### src/rtl/breakout_pkg.sv
// Shared Breakout definitions: key codes, screen bounds, paddle FSM states
// and the keycode-to-direction decode used by the paddle controller.
package breakout_pkg;

    localparam logic [7:0] KEY_A     = 8'h04;
    localparam logic [7:0] KEY_D     = 8'h07;
    localparam logic [7:0] KEY_SPACE = 8'h2c;

    localparam int SCREEN_X_MIN = 0;
    localparam int SCREEN_X_MAX = 639;
    localparam int SCREEN_Y_MIN = 0;
    localparam int SCREEN_Y_MAX = 479;

    typedef enum logic [0:0] {
        SERVE = 1'b0,
        PLAY  = 1'b1
    } paddle_state_t;

    // D moves right, A moves left, every other key leaves direction neutral.
    function automatic logic signed [1:0] decode_dir(input logic [7:0] key);
        logic signed [1:0] dir;
        case (key)
            KEY_D:   dir = 2'sd1;
            KEY_A:   dir = -2'sd1;
            default: dir = 2'sd0;
        endcase
        return dir;
    endfunction

endpackage

### src/rtl/paddle_vel_ramp.sv
// Velocity ramp for the paddle: a held key adds one px/frame of speed every
// ACCEL_FRAMES frames up to +/-cap, release decays speed by 1 per frame and
// a reversal stops the paddle dead. Only the frame counter is stored here;
// the velocity register lives in the top so the wall clamp can zero it.
module paddle_vel_ramp #(
    parameter int ACCEL_FRAMES = 2,
    parameter int CNT_W        = 8
) (
    input  logic              clk,
    input  logic              rst_n,
    input  logic signed [1:0] dir,
    input  logic signed [5:0] cap,
    input  logic              clear,
    input  logic signed [5:0] vel,
    output logic signed [5:0] vel_next
);

    logic [CNT_W-1:0] cnt_r;
    logic [CNT_W-1:0] cnt_next_s;

    // Next velocity and next hold counter from direction, cap and current speed.
    always_comb begin
        vel_next   = vel;
        cnt_next_s = cnt_r;
        if (clear) begin
            vel_next   = 6'sd0;
            cnt_next_s = '0;
        end else if (dir == 2'sd0) begin
            cnt_next_s = '0;
            if (vel > 6'sd0) begin
                vel_next = vel - 6'sd1;
            end else if (vel < 6'sd0) begin
                vel_next = vel + 6'sd1;
            end else begin
                vel_next = 6'sd0;
            end
        end else if (((dir > 2'sd0) && (vel < 6'sd0)) || ((dir < 2'sd0) && (vel > 6'sd0))) begin
            vel_next   = 6'sd0;
            cnt_next_s = '0;
        end else if (cnt_r == CNT_W'(ACCEL_FRAMES - 1)) begin
            cnt_next_s = '0;
            if (dir > 2'sd0) begin
                vel_next = (vel >= cap) ? cap : (vel + 6'sd1);
            end else begin
                vel_next = (vel <= -cap) ? -cap : (vel - 6'sd1);
            end
        end else begin
            cnt_next_s = cnt_r + CNT_W'(1);
        end
    end

    // Hold-frame counter register.
    always_ff @(posedge clk or negedge rst_n) begin
        if (!rst_n) begin
            cnt_r <= '0;
        end else begin
            cnt_r <= cnt_next_s;
        end
    end

endmodule

### src/rtl/paddle.sv
// Breakout player paddle: SERVE/PLAY state machine, velocity ramp, wall
// clamp and registered position outputs, updated once per video frame.
module paddle
    import breakout_pkg::*;
#(
    parameter int BAR_X_START  = 320,
    parameter int BAR_Y_POS    = 460,
    parameter int BAR_HALF_W   = 32,
    parameter int BAR_HALF_H   = 4,
    parameter int X_MIN        = SCREEN_X_MIN,
    parameter int X_MAX        = SCREEN_X_MAX,
    parameter int V_MAX        = 8,
    parameter int ACCEL_FRAMES = 2
) (
    input  logic              frame_clk,
    input  logic              Reset_n,
    input  logic [7:0]        keycode,
    input  logic              Bar_Reset,
    output logic [9:0]        BarX,
    output logic [9:0]        BarY,
    output logic [9:0]        Bar_Sizex,
    output logic [9:0]        Bar_Sizey,
    output logic signed [5:0] Bar_Vel,
    output logic              Serving
);

    // Legal range for the paddle centre so its edges stay on screen.
    localparam logic signed [10:0] X_LO = 11'(X_MIN + BAR_HALF_W);
    localparam logic signed [10:0] X_HI = 11'(X_MAX - BAR_HALF_W);

    paddle_state_t     state_r;
    logic [9:0]        bar_x_r;
    logic signed [5:0] vel_r;
    logic              serving_r;

    logic signed [1:0]  dir_s;
    logic signed [5:0]  cap_s;
    logic signed [5:0]  vel_ramp_s;
    logic signed [5:0]  vel_next_s;
    logic signed [10:0] x_sum_s;
    logic [9:0]         x_next_s;

    // Direction from the key and the speed cap for the current state.
    always_comb begin
        dir_s = decode_dir(keycode);
        if (state_r == PLAY) begin
            cap_s = 6'(V_MAX);
        end else begin
            cap_s = 6'(V_MAX / 2);
        end
    end

    paddle_vel_ramp #(
        .ACCEL_FRAMES (ACCEL_FRAMES),
        .CNT_W        (8)
    ) u_ramp (
        .clk      (frame_clk),
        .rst_n    (Reset_n),
        .dir      (dir_s),
        .cap      (cap_s),
        .clear    (Bar_Reset),
        .vel      (vel_r),
        .vel_next (vel_ramp_s)
    );

    // Advance position by the new velocity, stopping dead against either wall.
    always_comb begin
        x_sum_s = signed'({1'b0, bar_x_r}) + 11'(vel_ramp_s);
        if (x_sum_s > X_HI) begin
            x_next_s   = 10'(X_HI);
            vel_next_s = 6'sd0;
        end else if (x_sum_s < X_LO) begin
            x_next_s   = 10'(X_LO);
            vel_next_s = 6'sd0;
        end else begin
            x_next_s   = x_sum_s[9:0];
            vel_next_s = vel_ramp_s;
        end
    end

    // Serve/play FSM with position, velocity and Serving registers; a miss
    // re-centre from the ball stage overrides everything else.
    always_ff @(posedge frame_clk or negedge Reset_n) begin
        if (!Reset_n) begin
            state_r   <= SERVE;
            bar_x_r   <= 10'(BAR_X_START);
            vel_r     <= 6'sd0;
            serving_r <= 1'b1;
        end else if (Bar_Reset) begin
            state_r   <= SERVE;
            bar_x_r   <= 10'(BAR_X_START);
            vel_r     <= 6'sd0;
            serving_r <= 1'b1;
        end else begin
            bar_x_r <= x_next_s;
            vel_r   <= vel_next_s;
            case (state_r)
                SERVE: begin
                    if (keycode == KEY_SPACE) begin
                        state_r   <= PLAY;
                        serving_r <= 1'b0;
                    end else begin
                        state_r   <= SERVE;
                        serving_r <= 1'b1;
                    end
                end
                PLAY: begin
                    state_r   <= PLAY;
                    serving_r <= 1'b0;
                end
                default: begin
                    state_r   <= SERVE;
                    serving_r <= 1'b1;
                end
            endcase
        end
    end

    assign BarX      = bar_x_r;
    assign Bar_Vel   = vel_r;
    assign Serving   = serving_r;
    assign BarY      = 10'(BAR_Y_POS);
    assign Bar_Sizex = 10'(BAR_HALF_W);
    assign Bar_Sizey = 10'(BAR_HALF_H);

endmodule

### config.mk
export PLATFORM = sky130hd
export DESIGN_NAME = paddle
export DESIGN_NICKNAME = d
export VERILOG_FILES = /design/src/rtl/breakout_pkg.sv /design/src/rtl/paddle_vel_ramp.sv /design/src/rtl/paddle.sv
export SDC_FILE = /design/constraint.sdc
export NUM_CORES = 1
export LEC_CHECK = 0
export BUFFER_PORTS_ARGS = -buffer_cell sky130_fd_sc_hd__buf_2
export CAP_MARGIN = 20
export CELL_PAD_IN_SITES_DETAIL_PLACEMENT = 1
export CELL_PAD_IN_SITES_GLOBAL_PLACEMENT = 1
export CORE_ASPECT_RATIO = 0.9
export CORE_UTILIZATION = 45
export CTS_CLUSTER_DIAMETER = 150
export DETAILED_ROUTE_END_ITERATION = 10
export PLACE_DENSITY_LB_ADDON = 0.1
export SKIP_CTS_REPAIR_TIMING = 1
export SYNTH_ARGS = -nofsm -noshare
export SYNTH_HDL_FRONTEND = slang
export SYNTH_HIERARCHICAL = 1
export SYNTH_SLANG_ARGS = --single-unit
### constraint.sdc
create_clock -name frame_clk -period 12.56 [get_ports frame_clk]
set_input_delay 2.512 -clock frame_clk [delete_from_list [all_inputs] [get_ports frame_clk]]
set_output_delay 2.512 -clock frame_clk [all_outputs]
set_load 0.01 [all_outputs]
==> run metrics, run 1 <==
setup TNS 0 ns; number of vias per cell 5.331; TritonCTS buffer count 3; Switch Pwr approximately 0.00028 W; detailed placement HPWL ~5600 um; Pre-antenna DRT Iters 4; Hold Startpoint u_ramp/cnt_r[0]$_DFF_PN0_; Clock Tree Root clkbuf_8; Tot GR Track Use between 20% and 30%; Synth Flop Type dfrtp_1; Slew Limit Fails 0; worst r2r src state_r$_DFF_PN0_; PwrDens between 150 and 200 nW/um2; commonest non-fill, non-tap cell in the layout conb_1; Static Leakage between 1 and 1.5 nW; Skew-Pair Late Insertion Delay ~0.28 ns; clock share of power 12.2%; ys async rst share 100.0%; depth of the CTS H-tree 1; Avg WL per Cell 15.88 um; Req. time, crit path between 10 and 15 ns; Switching Share 48.01%; cell depth of the worst flop-to-flop path 20; Hold Path End u_ramp/cnt_r[0]$_DFF_PN0_; CTS tree done; Tmin final between 7 and 8 ns; Hold Path Class register to register; final WL 7049 um; initial core utilization 47.48%; crit end category register; layout cell share with drive strength beyond 1 17.65%; worst r2r dst BarX[2]$_DFF_PN0_; # Max-Cap Violations 0; worst relative slew slack between 30% and 40%; Bufs on Longest Clock Path 2; top sig layer met4; metal2 WL between 3000 and 4000 um; Die Y 78.83 um; GPL Wtd Cong about 0.83; Clock Pin Slew Worst Setup and Hold Paths ~0.090 ns; DRT met1 WL between 3000 and 4000 um; Detailed Route Iter0 Violations 136; Antenna Nets Post-Route 0; Avg Synthesized Cell Area 9.082 um2; placed cell areas slightly above 3000 um2; WHS Path Cells 1; maximum vdd ir drop 0.1266 mV; Vias around 2400; Worst Clk Skew between 0.008 and 0.009 ns; # IOs between 50 and 60; Area Growth Syn to Fin 6.401%; f_max between 100 and 150 MHz; Comb pwr share between 60% and 70%; post-synth cell types between 70 and 80; most frequent cells in the layout conb_1, ha_1, buf_2; Worst R2R Setup Slack between 6 and 7 ns; Rows 27; internal power 0.0003028 W; cell area after synthesis 2952 um2; crit path kind input port to register; outcome finished, final reports clean; largest net degree at the start of global routing 27; part of the Yosys area used for sequential elements roughly 22%; Sink Count 26; number of global-route vias before repair 2409; Arr. time, crit path approximately 8 ns; Seq pwr share ~20%; Post-synth EDFFs 0; initial antenna violation count 0; # port buffers 27; first-pass GRT wire length 11820 um; Final Cycle Share 62.93%; met3 WL 382 um; Crit Path Max Fanout 11; Final Setup Violations 0; Die Width slightly below 90 um; Overflow after GRT 0; Core Area 6216 um2; nets 398; Startpoint Class input port; Mapped Cells 325; unrepaired setup endpoints after global routing false; final hold vios 0; Ys Warns 6; # diodes 0; die area 6887 um2; fin area 3141 um2; Yosys reg bits 26; DRC viols 0; Slew @ Worst Pin slightly above 1 ns
## Yosys cell counts, drive strengths merged (3+ instances only)
master  number  area, um2
nor3        13      70.07
ha          28      350.3
o21ai        7      35.03
inv         27      101.3
a211oi       3      22.52
a21o         5      37.54
nand3       13      65.06
nor2b        5      38.78
nand2        6      22.52
dfstp        3      78.83
xor2        11      96.34
buf         38      275.3
nor2        24      97.59
dfrtp       23      575.6
and3         5      31.28
mux2i       12      120.1
a221oi       5      67.57
o221a        4      45.04
a21oi       13      76.33
clkbuf       3      11.26
mux2         4      48.79
a31oi        4      25.02
o31ai        3      36.28
xnor2       16      147.7
or2          3      18.77
nand2b      10      62.56
## how the worst max path moves through the flow
stage          startpoint                    to  slack, ns  cells past startpoint
3_3_place_gp   keycode[4]  Bar_Vel[5]$_DFF_PN0_       4.20                     16
5_1_grt        keycode[4]  Bar_Vel[5]$_DFF_PN0_       4.29                     18
6_report       keycode[4]  Bar_Vel[5]$_DFF_PN0_       4.66                     18
2_1_floorplan  keycode[4]  Bar_Vel[5]$_DFF_PN0_       5.39                     18
4_1_cts        keycode[4]  Bar_Vel[5]$_DFF_PN0_       4.37                     17
3_5_place_dp   keycode[4]  Bar_Vel[5]$_DFF_PN0_       4.10                     17
## layer usage
layer  vias up  global-route usage, %
li1       1152                      -
met1      1147                  31.11
met2        61                  35.47
met3         7                  3.222
met4         0                  2.459
met5         -                      0
## area by class of cell
class | instances | area (um2)
flip-flops and latches | 26 | 654.4
multi-input cells | 271 | 2059
clock inverters | 1 | 30.03
well taps | 87 | 108.9
clock buffers | 3 | 41.29
inverters | 27 | 101.3
repair buffers | 29 | 145.1
fillers | 781 | 3075
## power groups by stage
stage / Clock [W] / Sequential (W) / Combinational [W]
after detailed placement: 0 / 0.000119 / 0.000388
after CTS: 0.0000729 / 0.000117 / 0.000392
after global placement: 0 / 0.000119 / 0.000380
after global routing: 0.0000762 / 0.000119 / 0.000432
after floorplan: 0 / 0.000113 / 0.000317
final: 0.0000712 / 0.000117 / 0.000394
## worst max-delay path: stages
cell      delay [ns]
buf_2           0.09
or4b_2          0.67
or3_1           0.34
nor3_1          0.38
buf_2           0.27
and2b_1         0.28
a221oi_4        0.38
a21oi_1         0.15
o221a_1         0.15
nor3_1          0.28
ha_1            0.35
nand3_1         0.13
o211ai_2        0.33
a31o_4          0.25
o31ai_4         0.06
xnor2_1         0.79
mux2_4          0.41
nor4bb_4        0.26
## sequential cells by signal, indices dropped and copies added (netlist names)
register / cells
state_r: 1
BarX: 10
Serving: 1
u_ramp/cnt_r: 8
Bar_Vel: 6
## through the flow
stage	power, W	setup WS [ns]	util (%)	hold slack, ns	instances
6_report	0.0005824	4.656	50.52	0.5113	444
4_1_cts	0.0005823	4.366	50.36	0.5173	442
3_5_place_dp	0.0005064	4.099	49.21	0.5038	438
3_3_place_gp	0.0004985	4.196	49.21	0.4983	438
5_1_grt	0.0006274	4.287	50.52	0.5277	444
2_1_floorplan	0.0004301	5.390	-	0.4725	365
## cells by family (layout without fill, tap and decap cells)
logic type               Yosys count  count (layout)  synth area share (%)
AND/OR/NAND/NOR                   96              96                 20.01
buffers and inverters             68              60                 13.14
AO/OA/AOI/OAI                     61              61                 17.89
adder cells (fa/ha/maj)           29              29                 12.55
XOR/XNOR                          27              27                 8.266
flip-flops                        26              26                 22.17
multiplexers                      16              16                 5.723
other                              2              42                0.2544
(Power assumes the default switching activity.)
==> run 2, diff against run 1 <==
--- a/config.mk
+++ b/config.mk
@@ -5,12 +5,13 @@
 export SDC_FILE = /design/constraint.sdc
 export NUM_CORES = 1
 export LEC_CHECK = 0
+export ABC_AREA = 1
 export BUFFER_PORTS_ARGS = -buffer_cell sky130_fd_sc_hd__buf_2
 export CAP_MARGIN = 20
 export CELL_PAD_IN_SITES_DETAIL_PLACEMENT = 1
 export CELL_PAD_IN_SITES_GLOBAL_PLACEMENT = 1
 export CORE_ASPECT_RATIO = 0.9
-export CORE_UTILIZATION = 45
+export CORE_UTILIZATION = 40
 export CTS_CLUSTER_DIAMETER = 150
 export DETAILED_ROUTE_END_ITERATION = 10
 export PLACE_DENSITY_LB_ADDON = 0.1
==> constraint.sdc (replaced) <==
create_clock -name frame_clk -period 7.5 [get_ports frame_clk]
set_input_delay 1.5 -clock frame_clk [delete_from_list [all_inputs] [get_ports frame_clk]]
set_output_delay 1.5 -clock frame_clk [all_outputs]
set_load 0.01 [all_outputs]
==> run 2 against run 1 <==
  * Clock-buffer cell count unchanged
  * Clock skew decreased by 0.00085 ns
  * Combinational power decreased by 15%
  * Register-to-register slack worse by 3.3 ns
  * First-iteration DRC count increased by 6.6%
  * Largest power group unchanged
==> run metrics, run 2 <==
DRC viols 0 (unchanged); Skew-Pair Late Insertion Delay 0.28 ns (about the same); Die Y 86.15 um (+9.3%); worst relative slew slack 61.65% (+29 points); outcome finished, final reports clean; critical path endpoint Bar_Vel[0]$_DFF_PN0_; Synth Flop Type dfrtp_1; Final Cycle Share a little under 70%; f_max ~190 MHz; Clock Tree Root clkbuf_8; part of the Yosys area used for sequential elements 20.80% (-1.4 points); crit path from keycode[4]; GPL Wtd Cong 0.8760 (+5.8%); Tot GR Track Use 22.12% (+0.41 points); fin cells 597 (+34%); final WL 8647 um (+23%); Static Leakage 1.853 nW (+24%); Final Setup Violations 0 (unchanged); slowest CP cell nor2_1; CP most frequent cell nand2_1; Arr. time, crit path 5.33 ns (-2.76 ns); Switching Share 45.41% (-2.6 points); Antenna Nets Post-Route 0 (unchanged); clock share of power 19.1% (+6.9 points); final hold vios 0 (unchanged); number of vias per cell 4.933 (-7.5%); internal power 0.0003443 W (+14%); CP peak stage delay 0.43 ns (-0.36 ns); Detailed Route Iter0 Violations 145 (+6.6%); Yosys reg bits 26 (unchanged); crit path kind input port to register; number of global-route vias before repair 2895 (+20%); Vias 2945 (+24%); Avg WL per Cell 14.48 um (-8.8%); # port buffers 27 (unchanged); ys async rst share 100.0% (unchanged); die area 8226 um2 (+19%); post-synth cell types 37 (-48%); Seq pwr share 27.9% (+7.8 points); top post-synthesis cells by count nand2_1, inv_1, nand3_1, nor2_1, buf_4; Tmin final ~5.2 ns; Req. time, crit path 7.67 ns (-5.08 ns); Rows 30 (+11%); TritonCTS buffer count 3 (unchanged); Pre-antenna DRT Iters 4 (unchanged); Sink Count 26 (unchanged); flip-flop count of the largest register after layout 10 (unchanged); worst r2r dst Bar_Vel[0]$_DFF_PN0_; count leader, synth nand2_1; layout cell share with drive strength beyond 1 14.37% (-3.3 points); cell taking the most area after synthesis dfrtp_1; Area Growth Syn to Fin 7.396%; detailed placement HPWL 7248 um (+29%); initial core utilization 41.50% (-6.0 points); Crit Path Max Fanout 8 (-3); Worst Clk Skew 0.007206 ns (-0.0008459 ns); nets 542 (+36%); Startpoint Class input port; commonest non-fill, non-tap cell in the layout nand2_1; Cells after DPL 593 (+35%); top post-synthesis cells by area dfrtp_1, nand2_1, ha_1; final worst slack 2.343 ns (-2.313 ns); largest net degree at the start of global routing 27 (unchanged); total power 0.0006306 W (+8.3%); unrepaired setup endpoints after global routing false; Slew Limit Fails 0 (unchanged); crit end category register; share of the synthesized area in the top cell type 18.29% (-1.2 points); Post-synth EDFFs 0 (unchanged); cell area after synthesis 3147 um2 (+6.6%); worst slack, placed 2.090 ns (-2.009 ns); # Max-Cap Violations 0 (unchanged); Bufs on Longest Clock Path 2 (unchanged); Hold Path Class register to register; depth of the CTS H-tree 1 (unchanged); Worst R2R Setup Slack 3.06 ns (-3.26 ns); Mapped Cells 463 (+42%); Overflow after GRT 0 (unchanged); # diodes 0 (unchanged); PwrDens 186.6 nW/um2 (+0.62%); first-pass GRT wire length 14090 um (+19%); most frequent cells in the layout nand2_1, inv_1, nand3_1; Comb pwr share 52.9% (-15 points); Switch Pwr 0.0002864 W (+2.4%); Avg Synthesized Cell Area 6.796 um2 (-25%); # IOs 58 (unchanged); cell depth of the worst flop-to-flop path 29 (+45%); initial antenna violation count 0 (unchanged); setup TNS 0 ns (unchanged); Slew @ Worst Pin 0.5752 ns (-0.4328 ns); CTS tree done; Ys Warns 6 (unchanged); Clock Pin Slew Worst Setup and Hold Paths 0.09 ns (about the same); Die Width 95.50 um (+9.3%); Core Area 7582 um2 (+22%); final core utilization 44.57% (-6.0 points); maximum vdd ir drop 0.1041 mV (-18%); worst r2r src state_r$_DFF_PN0_
## run 2: cell type report
cell class / count / area, um2
fillers: 1027 / 4203
multi-input cells: 360 / 2083
flip-flops and latches: 26 / 654.4
inverters: 84 / 315.3
repair buffers: 27 / 135.1
well taps: 96 / 120.1
clock buffers: 3 / 41.29
clock inverters: 1 / 30.03
## run 2: metrics by stage
stage,area (um2),hold WS [ns]
6_report,3379,0.5095
5_1_grt,3379,0.5312
4_1_cts,3379,0.5103
3_5_place_dp,3308,0.4988
3_3_place_gp,3308,0.4886
2_1_floorplan,3293,0.4598
## run 2: routing by layer
| layer | part of all wire, % | wire length [um] | up-vias | GRT usage [%] |
|---|---|---|---|---|
| li1 | - | - | 1488 | - |
| met1 | 50 | 4363 | 1374 | 31.90 |
| met2 | 46 | 3935 | 72 | 36.30 |
| met3 | 2.7 | 234 | 11 | 1.596 |
| met4 | 1.3 | 114 | 0 | 4.206 |
| met5 | 0 | 0 | - | 0 |
## run 2: critical path, delay by kind of cell
family | cells | cell delay [ns]
buf+inv | 6 | 0.65
simple gates | 14 | 1.84
fa+ha+maj | 2 | 0.70
compound gates | 3 | 0.64
## run 2: power by group through the flow
stage	clock, W	sequential [W]	combinational [W]
2_1_floorplan	0	0.000180	0.000251
3_3_place_gp	0	0.000179	0.000325
5_1_grt	0.000128	0.000179	0.000378
6_report	0.000121	0.000176	0.000334
3_5_place_dp	0	0.000179	0.000331
4_1_cts	0.000123	0.000177	0.000334
## run 2: kinds of logic (layout without fill, tap and decap cells)
logic type,Yosys count,count (layout),synth area share (%)
AND/OR/NAND/NOR,229,229,36.34
other,2,41,0.2387
flip-flops,26,26,20.80
XOR/XNOR,18,18,5.010
adder cells (fa/ha/maj),29,29,11.77
AO/OA/AOI/OAI,43,43,8.191
buffers and inverters,116,115,17.65
## run 2: worst min path at each step
stage                                    from                         to  cells after the start
floorplan           u_ramp/cnt_r[0]$_DFF_PN0_  u_ramp/cnt_r[0]$_DFF_PN0_                      1
global placement    u_ramp/cnt_r[0]$_DFF_PN0_  u_ramp/cnt_r[0]$_DFF_PN0_                      1
detailed placement  u_ramp/cnt_r[0]$_DFF_PN0_  u_ramp/cnt_r[0]$_DFF_PN0_                      1
CTS                 u_ramp/cnt_r[0]$_DFF_PN0_  u_ramp/cnt_r[0]$_DFF_PN0_                      1
global route        u_ramp/cnt_r[0]$_DFF_PN0_  u_ramp/cnt_r[0]$_DFF_PN0_                      1
finish              u_ramp/cnt_r[0]$_DFF_PN0_  u_ramp/cnt_r[0]$_DFF_PN0_                      1
